[config.mk]
export PLATFORM = sky130hd
export DESIGN_NAME = adc_monitor_stats
export DESIGN_NICKNAME = d
export VERILOG_FILES = /design/src/rtl/adc_monitor_stats.sv
export SDC_FILE = /design/constraint.sdc
export NUM_CORES = 1
export LEC_CHECK = 0
export CAP_MARGIN = 15
export CORE_ASPECT_RATIO = 1.4
export CORE_UTILIZATION = 60
export DETAILED_ROUTE_END_ITERATION = 16
export MAX_ROUTING_LAYER = met4
export PLACE_DENSITY_LB_ADDON = 0.08
export SLEW_MARGIN = 15
export SYNTH_ARGS = -nofsm -noshare
export SYNTH_HDL_FRONTEND = slang
export SYNTH_SLANG_ARGS = --single-unit
[constraint.sdc]
create_clock -name clk -period 7.6 [get_ports clk]
set_clock_uncertainty 0.2 [all_clocks]
set_input_delay 0.76 -clock clk [delete_from_list [all_inputs] [get_ports clk]]
set_output_delay 0.76 -clock clk [all_outputs]
set_load 0.05 [all_outputs]
[src/rtl/adc_monitor_stats.sv]
// ADC current-monitor statistics: block average, running min/max/count and a
// debounced over-current trip. Published values hold while an I2C read is active.
module adc_monitor_stats #(
  parameter int AVG_LOG2   = 3,
  parameter int TRIP_COUNT = 4
) (
  input  logic        clk,
  input  logic        rst,
  input  logic        adc_data_valid,
  input  logic [15:0] adc_data_value,
  input  logic        dds_cw_mode_select,
  input  logic [15:0] dds_current_limit,
  input  logic [15:0] cw_current_limit,
  input  logic        stats_clear,
  input  logic        i2c_read_busy,
  output logic        avg_valid,
  output logic [15:0] avg_value,
  output logic [15:0] min_value,
  output logic [15:0] max_value,
  output logic [15:0] sample_count,
  output logic        trip,
  output logic        trip_mode,
  output logic        avg_overrun
);

  localparam int ACC_W = 16 + AVG_LOG2;
  localparam int BLK_W = (AVG_LOG2 == 0) ? 1 : AVG_LOG2;
  localparam logic [BLK_W-1:0] BLK_LAST = BLK_W'((1 << AVG_LOG2) - 1);
  localparam logic [7:0]       TRIP_MAX = 8'(TRIP_COUNT);

  logic             r_valid_d;
  logic             r_mode_d;
  logic [15:0]      r_min;
  logic [15:0]      r_max;
  logic [15:0]      r_count;
  logic [ACC_W-1:0] r_acc;
  logic [BLK_W-1:0] r_blk;
  logic             r_pending;
  logic [15:0]      r_pend_val;
  logic [7:0]       r_run;
  logic             r_trip;
  logic             r_trip_mode;
  logic             r_overrun;

  logic             r_avg_valid;
  logic [15:0]      r_avg_value;
  logic [15:0]      r_min_pub;
  logic [15:0]      r_max_pub;
  logic [15:0]      r_count_pub;

  logic             w_accept;
  logic             w_over;
  logic             w_mode_chg;
  logic             w_blk_done;
  logic             w_publish;
  logic [15:0]      w_limit;
  logic [ACC_W-1:0] w_sum;
  logic [ACC_W-1:0] w_avg_full;
  logic [15:0]      w_avg;
  logic [7:0]       w_run_next;
  logic             w_trip_hit;

  // A held-high valid level is accepted only on its rising cycle.
  assign w_accept   = adc_data_valid & ~r_valid_d;
  assign w_limit    = dds_cw_mode_select ? cw_current_limit : dds_current_limit;
  assign w_over     = adc_data_value > w_limit;
  assign w_mode_chg = dds_cw_mode_select ^ r_mode_d;
  assign w_blk_done = w_accept & (r_blk == BLK_LAST);
  assign w_publish  = ~i2c_read_busy;
  assign w_sum      = r_acc + ACC_W'(adc_data_value);
  assign w_avg_full = w_sum >> AVG_LOG2;
  assign w_avg      = w_avg_full[15:0];

  // NOTE: every variable assigned in always_comb gets a default first, so no latch is inferred.
  always_comb begin
    w_run_next = w_mode_chg ? 8'd0 : r_run;
    if (w_accept) begin
      if (!w_over)                   w_run_next = 8'd0;
      else if (w_run_next != TRIP_MAX) w_run_next = w_run_next + 8'd1;
    end
  end

  assign w_trip_hit = w_accept & w_over & (w_run_next == TRIP_MAX);

  // NOTE: sequential state uses non-blocking assignments so every register samples pre-edge values.
  always_ff @(posedge clk) begin
    if (rst) begin
      r_valid_d   <= 1'b0;
      r_mode_d    <= 1'b0;
      r_min       <= 16'hFFFF;
      r_max       <= 16'h0000;
      r_count     <= 16'h0000;
      r_acc       <= '0;
      r_blk       <= '0;
      r_pending   <= 1'b0;
      r_pend_val  <= 16'h0000;
      r_run       <= 8'd0;
      r_trip      <= 1'b0;
      r_trip_mode <= 1'b0;
      r_overrun   <= 1'b0;
    end else begin
      r_valid_d <= adc_data_valid;
      r_mode_d  <= dds_cw_mode_select;
      if (stats_clear) begin
        r_min       <= 16'hFFFF;
        r_max       <= 16'h0000;
        r_count     <= 16'h0000;
        r_acc       <= '0;
        r_blk       <= '0;
        r_pending   <= 1'b0;
        r_run       <= 8'd0;
        r_trip      <= 1'b0;
        r_trip_mode <= 1'b0;
        r_overrun   <= 1'b0;
      end else begin
        r_run <= w_run_next;
        if (w_trip_hit && !r_trip) begin
          r_trip      <= 1'b1;
          r_trip_mode <= dds_cw_mode_select;
        end
        // Publication consumes the pending average; a completing block below overrides.
        if (w_publish && r_pending) r_pending <= 1'b0;
        if (w_accept) begin
          if (adc_data_value < r_min) r_min <= adc_data_value;
          if (adc_data_value > r_max) r_max <= adc_data_value;
          if (r_count != 16'hFFFF)    r_count <= r_count + 16'd1;
          if (w_blk_done) begin
            r_acc      <= '0;
            r_blk      <= '0;
            r_pend_val <= w_avg;
            r_pending  <= 1'b1;
            if (r_pending && !w_publish) r_overrun <= 1'b1;
          end else begin
            r_acc <= w_sum;
            r_blk <= r_blk + 1'b1;
          end
        end
      end
    end
  end

  always_ff @(posedge clk) begin
    if (rst) begin
      r_avg_valid <= 1'b0;
      r_avg_value <= 16'h0000;
      r_min_pub   <= 16'hFFFF;
      r_max_pub   <= 16'h0000;
      r_count_pub <= 16'h0000;
    end else if (w_publish) begin
      r_min_pub   <= r_min;
      r_max_pub   <= r_max;
      r_count_pub <= r_count;
      r_avg_valid <= r_pending;
      if (r_pending) r_avg_value <= r_pend_val;
    end else begin
      r_avg_valid <= 1'b0;
    end
  end

  assign avg_valid    = r_avg_valid;
  assign avg_value    = r_avg_value;
  assign min_value    = r_min_pub;
  assign max_value    = r_max_pub;
  assign sample_count = r_count_pub;
  assign trip         = r_trip;
  assign trip_mode    = r_trip_mode;
  assign avg_overrun  = r_overrun;

endmodule

Word level (Yosys, flattened, before mapping)
Index checks and enable logic that the tools add are counted.
{ "totals": {"register_bits": 165, "word_cells": 59, "output_inout_bits": 68, "input_bits": 54} }
{ "op_classes": {"reduce_logical": 12, "n_addsub": 4, "n_lt_le_gt_ge": 3, "mux": 10, "bitwise_logic": 8, "n_eq_ne": 4} }
{ "ops": {"columns": ["operator", "n"], "rows": [
  ["> comparator 16 bit", 2],
  ["2-to-1 mux 8 bit", 4],
  ["adder 19 x 16 -> 19 bit", 1],
  ["2-to-1 mux 19 bit", 1],
  ["adder 16 x 1 -> 16 bit, second input constant", 1],
  ["< comparator 16 bit", 1],
  ["2-to-1 mux 16 bit", 1],
  ["!= test 16 bit, second input constant", 1],
  ["adder 8 x 1 -> 8 bit, second input constant", 1],
  ["equality test 8 x 3 -> 1 bit, second input constant", 1],
  ["!= test 8 x 3 -> 1 bit, second input constant", 1],
  ["AND reduction 2 bit", 4],
  ["AND reduction 3 bit", 2],
  ["AND 1 bit", 4],
  ["OR reduction 2 bit", 2],
  ["adder 3 x 1 -> 3 bit, second input constant", 1],
  ["equality test 3 bit, second input constant", 1],
  ["logical AND 1 bit", 3],
  ["2-to-1 mux 1 bit", 3],
  ["2-to-1 mux 3 bit", 1],
  ["inverter 1 bit", 3],
  ["logical NOT 1 bit", 1],
  ["bitwise XOR 1 bit", 1]
]} }

Longest topological paths before layout
Gate-level depths: netlist of the first run.
{ "depth": {"word_depth": 9, "depth_mapped": 12} }

Least setup slack after synthesis of the first run
No wires, ideal clock.
{ "synth_path": {"path_type": "input to register", "start": "in dds_cw_mode_select", "end": "reg r_trip_mode, in the netlist trip_mode", "t_arrival_ns": 3.105, "setup_slack_ns": 4.224, "n_path_buf": 3, "path_stages": 10, "setup_time_ns": 0.072, "required_time_ns": 7.328, "path_cell_list": "buf_4 buf_1 mux2i_1 ha_1 nand4_1 or4_1 clkbuf_1 o2111a_1 o2111ai_1 mux2i_1"} }
{ "synth_via": {"elab_chain_cells": 9, "elab_cells_between_ends": 13} }
{ "synth_lines": {"columns": ["element", "line", "source"], "rows": [
  ["start, declared", "11", "input logic dds_cw_mode_select,"],
  ["bitwise XOR 1 bit", "67", "assign w_mode_chg = dds_cw_mode_select ^ r_mode_d;"],
  ["2-to-1 mux 8 bit", "76", "w_run_next = w_mode_chg ? 8'd0 : r_run;"],
  ["adder 8 x 1 -> 8 bit / != test 8 x 3 -> 1 bit (equally long branches)", "79", "else if (w_run_next != TRIP_MAX) w_run_next = w_run_next + 8'd1;"],
  ["2-to-1 mux 8 bit", "79", null],
  ["2-to-1 mux 8 bit", "78", "if (!w_over) w_run_next = 8'd0;"],
  ["2-to-1 mux 8 bit", "77", "if (w_accept) begin"],
  ["equality test 8 x 3 -> 1 bit", "83", "assign w_trip_hit = w_accept & w_over & (w_run_next == TRIP_MAX);"],
  ["AND 1 bit", "83", null],
  ["logical AND 1 bit", "117", "if (w_trip_hit && !r_trip) begin"],
  ["end signal, assigned", "119", "r_trip_mode <= dds_cw_mode_select;"],
  ["end, declared", "42", "logic r_trip_mode;"]
]} }
Parallel ways exist; a longest one is shown, timed or not.
A chain may end at the register's enable or synchronous reset.

Worst setup path after layout of the first run
Same ends and word-level chain as after synthesis.

==> impl_results.md, run 1 <==
- Initial antenna violation count: 0
- Tmin final: around 4.5 ns
- Hold Violations, Final: 0
- Register area share after synthesis: 37.9%
- GRT Util Overall: a little under a third
- Core area: 0.0140 mm²
- Seq pwr share: 43.1%
- Iteration count of the initial detailed-routing pass: 8
- Clock Sinks: roughly 170
- Num CTS Buffers: 17
- RSZ-0062 raised after global routing: false
- Ys flop type: dfxtp_1
- Post-synth EDFFs: 0
- CTS tree: done
- Dpl hpwl: ~15 mm
- Routed WL: about 22 mm
- Die Y-Extent: 145 µm
- Row count: 51
- Nets: 1,227
- Crit-path max FO: 20
- Critical path origin: dds_cw_mode_select
- LEAKAGE: 4.20 nW
- Fmax: 0.222 GHz
- First-pass GRT wire length: about 36 mm
- Worst r2r src: r_mode_d
- Via count: 7,875
- Hold path startpoint: avg_value[14]
- Internal power: about 1.5 mW
- DIE AREA: between 0.015 and 0.02 mm²
- Port Buf Inserts: 121
- Max incr delay on CP: around 1 ns
- Tot Pwr: roughly 2.1 mW
- I/O pin cnt: 122
- WL per Instance: around 17 µm
- Clk network pwr share: approximately 44%
- Final hold slack: ~0.25 ns
- Clk pin slew, worst setup/hold paths: 0.07 ns
- Critical path's slowest cell: xnor2_1
- DRC Markers: 0
- Most common cell after layout, fill and taps aside: dfxtp_1
- Layout cells sized above 1: a little under 5%
- Worst Path Required: around 7.7 ns
- N_diodes: 0
- Worst vdd ir: a little under 0.2 mV
- Synth warnings: 0
- Fin crit share: roughly three fifths
- Logic pwr share: 13.3%
- Max-slew headroom: 25.9%
- Synthesized instance count: slightly above 1,000
- Hold buffer count at CTS: 0
- Die width: 104 µm
- Final worst slack: roughly 3.1 ns
- Synth Cell Area: 0.00871 mm²
- Crit path arrival time: roughly 4.6 ns
- Final setup TNS: 0 ns
- Asr flop ratio synth: 0%
- Initial Util: approximately 62%
- Number of post-CTS setup repair buffers: 0
- PD cells: around 200 mW/mm²
- Setup-failing EPs final: 0
- MaxCap Viol Count: 0
- Antenna Nets Post-Route: 0
- Final slew viol count: 0
- CP endpoint kind: flip-flop
- Via/cell ratio: 6.05
- Yosys cell types: 63
- Dpl ws: about 2.7 ns
- Overflow after GRT: 0
- FF+latch count, synth: approximately 170
- Initial DRC Count: a little under 500
- Clock Tree Buf Depth: 2
- Cts repair resizes: 0
- Root Driver: clkbuf_16
- CP Class: input pin to flip-flop
- CP Cell Sequence: clkdlybuf4s50_1, xnor2_1, nand2_1, inv_1, ha_1, nand3_1, or3_1, a31oi_1, o2111a_1, o2111ai_1, mux2i_1
- H-tree lvl count: 4
- Largest net degree at the start of global routing: 70
- Startpoint types: input pin
- Slew @ Worst Pin: 1.11 ns
- Vias in the first global route: around 7,600
- RePlAce Congestion: around 0.9
- Synth Area per Inst: about 8.6 µm²
- Syn nets: 1,139
- Worst skew pair latency: around 0.44 ns
- Area Overhead vs Synth: 21.4%
- Highest-count cells in the layout ignoring fill and taps: 165 x dfxtp_1, 119 x clkdlybuf4s50_1, 116 x nand2_1
- Sw Ratio: 27.9%
- Net Sw Power: ~580 µW
- Outcome: completed
- Worst Hold Class: flip-flop to flip-flop
## per-layer routing
| metal | up-vias | GRT usage [%] | share of wire (%) |
|---|---|---|---|
| met3 | 85 | 4.96 | 4.7 |
| met4 | 0 | 18.6 | 5.2 |
| met2 | 242 | 54.5 | 50 |
| li1 | 3854 | - | - |
| met5 | - | - | 0 |
| met1 | 3694 | 33.6 | 40 |
## state kept, by name (all words and copies together), names as in the netlist
signal and flops:
r_min 16, r_valid_d 1, r_max 16, min_value 16, sample_count 16, trip 1
max_value 16, r_acc 19, trip_mode 1, avg_value 16, avg_overrun 1, r_pending 1
r_mode_d 1, r_run 8, r_count 16, avg_valid 1, r_pend_val 16, r_blk 3
## power by group through the flow
| stage | clock network (mW) | logic [mW] | registers, mW |
|---|---|---|---|
| 2_1_floorplan | 0 | 0.159 | 0.929 |
| 3_3_place_gp | 0 | 0.267 | 0.909 |
| 3_5_place_dp | 0 | 0.272 | 0.910 |
| 4_1_cts | 0.907 | 0.274 | 0.890 |
| 5_1_grt | 0.938 | 0.300 | 0.892 |
| 6_report | 0.898 | 0.275 | 0.891 |
## stage by stage
step | cell area (µm²) | util (%) | std cells
6_report | 10600 | 75.4 | 1302
5_1_grt | 10600 | 75.4 | 1302
3_3_place_gp | 9960 | 70.9 | 1270
3_5_place_dp | 9960 | 70.9 | 1270
2_1_floorplan | 8710 | - | 1016
4_1_cts | 10600 | 75.4 | 1302
## synthesized netlist by cell type, drive strengths merged (3+ instances only)
master / n / share of area (%)
and2: 3 / 0.22
a211oi: 10 / 0.92
a21o: 12 / 1.0
or2: 3 / 0.22
a31oi: 3 / 0.29
nand3: 29 / 1.7
xnor2: 8 / 0.80
nand4b: 6 / 0.60
or4: 6 / 0.52
inv: 45 / 1.9
a21oi: 77 / 4.4
nand2: 116 / 5.0
nand4: 26 / 1.9
o21ai: 29 / 1.7
buf: 20 / 1.1
a221o: 3 / 0.34
nand3b: 4 / 0.34
xor2: 8 / 0.80
and4: 3 / 0.30
o311ai: 3 / 0.30
nor2b: 6 / 0.43
nand2b: 8 / 0.57
and3: 10 / 0.72
nor4: 10 / 0.79
o21bai: 3 / 0.26
mux2i: 65 / 7.5
or3: 16 / 1.1
o211ai: 59 / 5.1
nor2: 94 / 4.0
ha: 68 / 9.8
a22oi: 7 / 0.60
dfxtp: 165 / 38
clkbuf: 40 / 1.7
nor3: 11 / 0.63
o21a: 12 / 1.1
a221oi: 3 / 0.37
## cells by family (layout without fill, tap and decap cells)
kind of cell,count (synthesis),count (layout),synth area share (%)
and+or+nand+nor,356,356,19.6
buffers and inverters,105,206,4.75
AOI/OAI and AO/OA,238,238,18.4
xor gates and xnor gates,16,16,1.61
muxes,67,67,7.73
adders and majority gates,69,69,10.0
DFF,165,165,37.9
## layout make-up
class	count	area, µm²
Clock inverter	15	195
Sequential cell	165	3300
Clock buffer	17	425
Inverter	45	169
Fill cell	1046	3460
Multi-Input combinational cell	746	4990
Timing Repair Buffer	129	1260
Tap cell	185	231
## worst max-delay path: cells and delay by family
family / cells / cell delay [ns]
multiplexers: 1 / 0.16
adder cells (fa/ha/maj): 1 / 0.27
AND/OR/NAND/NOR: 3 / 0.75
XOR/XNOR: 1 / 1.01
buffers and inverters: 2 / 1.14
AO/OA/AOI/OAI: 3 / 0.54
## final timing paths
check | endpoint | slack (ns) | cells past startpoint
worst max-delay path | trip_mode | 3.09 | 11
worst min-delay path | avg_value[14] | 0.25 | 2
worst max register to register | trip_mode | 4.38 | 10
worst min register to register | avg_value[14] | 0.25 | 2
Note: power is estimated with default switching activity, not from simulation.
==> run 2, diff against run 1 <==
- CORE_UTILIZATION: 60 -> 55
- clock period: 7.6 -> 4.35 ns (I/O delays scaled with it)
==> run 2 against run 1 <==
The run now ends with design-rule violations left. Power grew 75%. Core utilization decreased by 6.9 points. Routed wire length up 2.3%. Critical path type unchanged. Largest cell class unchanged.
==> impl_results.md, run 2 (synthesized netlist as in run 1, its figures left out) <==
- Outcome: complete, but fails checks
- Failing checks: design-rule violations
- CP endpoint kind: flip-flop
- Final setup TNS: 0 ns (unchanged)
- Initial DRC Count: 319 (-34%)
- Antenna Nets Post-Route: 0 (unchanged)
- Nets: 1,234 (+0.57%)
- Worst vdd ir: 0.320 mV (+62%)
- Dpl hpwl: 16.0 mm (+4.5%)
- Highest-count cells in the layout ignoring fill and taps: 165 x dfxtp_1, 119 x clkdlybuf4s50_1, 116 x nand2_1
- Max reg flops: 19 (unchanged)
- Crit-path max FO: 5 (-75%)
- Num CTS Buffers: 17 (unchanged)
- Worst r2r src: r_mode_d
- Max-slew headroom: 27.6% (+1.7 points)
- Routed WL: 22.9 mm (+2.3%)
- Hold Violations, Final: 0 (unchanged)
- MaxCap Viol Count: 0 (unchanged)
- Most common cell after layout, fill and taps aside: dfxtp_1
- Clk network pwr share: 43.5% (about the same)
- Internal power: 2.66 mW (+79%)
- H-tree lvl count: 4 (unchanged)
- Initial antenna violation count: 0 (unchanged)
- Cts repair resizes: 0 (unchanged)
- Logic pwr share: 13.5% (+0.2 points)
- Area Overhead vs Synth: 22.1%
- CP Class: input pin to flip-flop
- Vias in the first global route: 7,274 (-3.9%)
- N_diodes: 0 (unchanged)
- CTS tree: done
- PD cells: 340 mW/mm² (+74%)
- Final hold slack: 0.115 ns (-0.139 ns)
- Worst Hold Class: input pin to flip-flop
- Number of post-CTS setup repair buffers: 0 (unchanged)
- Hold buffer count at CTS: 0 (unchanged)
- Setup-failing EPs final: 0 (unchanged)
- Die width: 108 µm (+4.4%)
- Clk pin slew, worst setup/hold paths: 0.07 ns (about the same)
- DRC Markers: 1 (+1)
- Net Sw Power: 956 µW (+66%)
- Iteration count of the initial detailed-routing pass: 11 (+3)
- LEAKAGE: 4.23 nW (+0.76%)
- Most Crowded Layer GR: met2
- Largest net degree at the start of global routing: 65 (-7.1%)
- Via count: 7,821 (-0.69%)
- Largest register by flop count: r_acc
- Root Driver: clkbuf_16
- I/O pin cnt: 122 (unchanged)
- Layout cells sized above 1: 5.34% (+0.41 points)
- Crit path arrival time: 3.19 ns (-1.44 ns)
- Core area: 0.0155 mm² (+11%)
- Setup crit end: r_acc[18]
- R2R cell count: 11 (+1)
- Clock Tree Buf Depth: 2 (unchanged)
- Fin crit share: 69.8%
- Seq pwr share: 43.0% (about the same)
- Initial Util: 56.1% (-6.0 points)
- Critical path origin: adc_data_value[0]
- Tot Pwr: 3.62 mW (+75%)
- WL per Instance: 17.4 µm (+0.88%)
- Die Y-Extent: 151 µm (+4.4%)
- Startpoint types: input pin
- Routing usage on met1: 32.3% (-1.3 points)
- DIE AREA: 0.0164 mm² (+8.9%)
- Via/cell ratio: 5.93 (-2.0%)
- GRT Util Overall: 29.2% (-2.0 points)
- RSZ-0062 raised after global routing: false
- Slew @ Worst Pin: 1.08 ns (-0.0230 ns)
- RePlAce Congestion: 0.907 (-1.6%)
- Reg2reg setup slack: 1.58 ns (-2.80 ns)
- Post-layout util: 68.5% (-6.9 points)
- Worst r2r dst: trip_mode
- Worst Path Required: 4.51 ns (-3.21 ns)
- Port Buf Inserts: 121 (unchanged)
- First-pass GRT wire length: 35.8 mm (-0.52%)
- Tmin final: about 3.0 ns
- Sw Ratio: 26.4% (-1.5 points)
- Final slew viol count: 0 (unchanged)
- Worst skew pair latency: 0.43 ns (about the same)
- Met3 Use GR: 4.35% (-0.61 points)
- Grt met2 use: 51.7% (-2.8 points)
- Clock Sinks: 165 (unchanged)
- Overflow after GRT: 0 (unchanged)
- Fmax: 0.329 GHz
- Row count: 54 (+5.9%)
## run 2: worst min-delay path by stage
stage / start / to / slack [ns] / cells after the start
after detailed placement: avg_value[14] / avg_value[14] / 0.25 / 2
after floorplan: r_pend_val[13] / avg_value[13] / 0.23 / 2
after CTS: i2c_read_busy / r_pending / 0.12 / 3
final: i2c_read_busy / r_pending / 0.11 / 3
after global routing: i2c_read_busy / r_pending / 0.13 / 3
after global placement: r_acc[0] / r_acc[0] / 0.24 / 2
## run 2: final cells by class
type                    count  area, µm²
inverters                  45        169
repair buffers            136       1310
flip-flops and latches    165       3300
fillers                  1369       4900
multi-input cells         746       4990
well taps                 196        245
clock inverters            12        165
clock buffers              20        447
## run 2: power groups by stage
stage	Combinational, mW	Sequential, mW	Clock [mW]
finish	0.487	1.56	1.57
global route	0.530	1.56	1.66
CTS	0.485	1.56	1.59
detailed placement	0.482	1.59	0
global placement	0.474	1.59	0
floorplan	0.278	1.62	0
## run 2: critical path: stages
cell             delay [ns]
clkdlybuf4s50_1        0.52
ha_1                   0.30
fa_1                   0.41
a21o_1                 0.22
a221oi_2               0.40
o211a_1                0.28
nor4_1                 0.08
or3_1                  0.37
a31oi_1                0.16
## run 2: metal layers
layer  part of all wire [%]  wire length (µm)  up-vias
li1                       -                 -     3866
met1                     41              9460     3709
met2                     52             11800      188
met3                    3.6               836       58
met4                    3.5               801        0
met5                      0                 0        -
## run 2: per-stage QoR
stage | cells | setup WS [ns] | instance area [µm²]
after floorplan | 1016 | 1.30 | 8710
final | 1320 | 1.31 | 10600
after detailed placement | 1288 | 0.896 | 10000
after global routing | 1320 | 1.16 | 10600
after global placement | 1288 | 0.921 | 10000
after CTS | 1320 | 1.34 | 10600
==> RTL edit: new RTL, settings of run 2 <==
`AVG_LOG2`: 3 -> 2.
--- a/src/rtl/adc_monitor_stats.sv
+++ b/src/rtl/adc_monitor_stats.sv
@@ -1,7 +1,7 @@
 // ADC current-monitor statistics: block average, running min/max/count and a
 // debounced over-current trip. Published values hold while an I2C read is active.
 module adc_monitor_stats #(
-  parameter int AVG_LOG2   = 3,
+  parameter int AVG_LOG2   = 2,
   parameter int TRIP_COUNT = 4
 ) (
   input  logic        clk,
Function: changed (a bounded check fails within 10 cycles, from zero or initial values and one cycle with rst high).
==> RTL edit against run 2 <==
  * Worst setup slack improved by 0.012 ns
  * Die area decreased by 4.0%
  * Global-route usage decreased by 1.4 points
  * Design area decreased by 3.5%
  * Sequential cell count decreased by 2
  * Register-to-register slack improved by 0.16 ns
  * Synthesized area decreased by 4.1%
  * Total power decreased by 3.3%
  * Wire length decreased by 12%
==> RTL edit: results (changes against run 2) <==
metric	value	unit	change
syn-num-nets	1072		-5.9%
placed_area	9680	µm²	-3.5%
hold_ws	0.252	ns	+0.137 ns
r2r-start	r_acc[0]		
globalplace.congestion	0.944		+4.1%
synth_adder_area_share	10.3	%	+0.28 points
worst_slew_pin_slew	1.02	ns	-0.0648 ns
hold_path_end	r_acc[9]		
first_pass_iters	5		-6
synth_commonest_cells	163 x dfxtp_1, 117 x nand2_1, 115 x nor2_1		
crit_slowest_cell	a221oi_1		
grt_pass1_wl	33400	µm	-6.8%
r2r_slack	1.74	ns	+0.16 ns
synthMuxAreaShare	8.16	%	+0.44 points
outcome	finished, final reports clean		
wl_per_cell	16.1	µm	-7.4%
wl_met2	9730	µm	-18%
routedLengthMet1	8860	µm	-6.4%
route.met3.wl	763	µm	-8.7%
reg2reg_to	r_pend_val[14]		
gr-usage-met3	5.69	%	+1.3 points
hp-class	reg2reg		
hpwl	14400	µm	-10%
ys_top_cells_by_area	dfxtp_1 39%, ha_1 10%, mux2i_1 8.0%		
ir_worst_vdd	0.000205	V	-36%
hold_path_depth	2		-1
grt_max_degree	66		+1.5%
ys_types	80		+27%
grtUsageMet1	32.2	%	-0.11 points
path_max_fanout	20		+15
layout-drive-gt1-share	6.38	%	+1.0 points
startpoint	dds_cw_mode_select		
reg2reg_depth	8		-3
vias_per_cell	5.68		-4.2%
synth_xor_area_share	3.04	%	+1.4 points
power_leakage	0.00417	µW	-1.6%
antenna_cells	0		unchanged
grt_usage	27.8	%	-1.4 points
synth-compound-area-share	16.2	%	-2.2 points
place_ws	0.873	ns	-0.0232 ns
largest_register_ffs	18		-1
layout.nets	1174		-4.9%
grtUsageMet2	45.6	%	-6.1 points
synth_seq_area_share	39.1	%	+1.1 points
hold_start	r_acc[9]		
RTL edit: layout make-up:
type                    count  area (µm²)
flip-flops and latches    163        3260
fillers                  1226        4380
repair buffers            134        1300
well taps                 189         236
inverters                  39         146
multi-input cells         697        4730
clock inverters            14         143
clock buffers              18         439
RTL edit: through the flow:
step           utilization (%)  instances  power, µW
3_3_place_gp              66.1       1222       2040
3_5_place_dp              66.1       1222       2050
5_1_grt                   70.1       1254       3630
2_1_floorplan                -        950       1880
6_report                  70.1       1254       3500
4_1_cts                   70.1       1254       3520
RTL edit: how the worst max path moves through the flow:
stage | endpoint | slack, ns
2_1_floorplan | trip_mode | 1.30
3_3_place_gp | trip_mode | 0.88
3_5_place_dp | trip_mode | 0.87
4_1_cts | trip_mode | 1.33
5_1_grt | trip_mode | 1.12
6_report | trip_mode | 1.32
RTL edit: power by group:
group / total (µW) / internal (µW) / switching (µW)
logic: 474 / 192 / 282
clock network: 1480 / 822 / 660
registers: 1540 / 1520 / 19.2
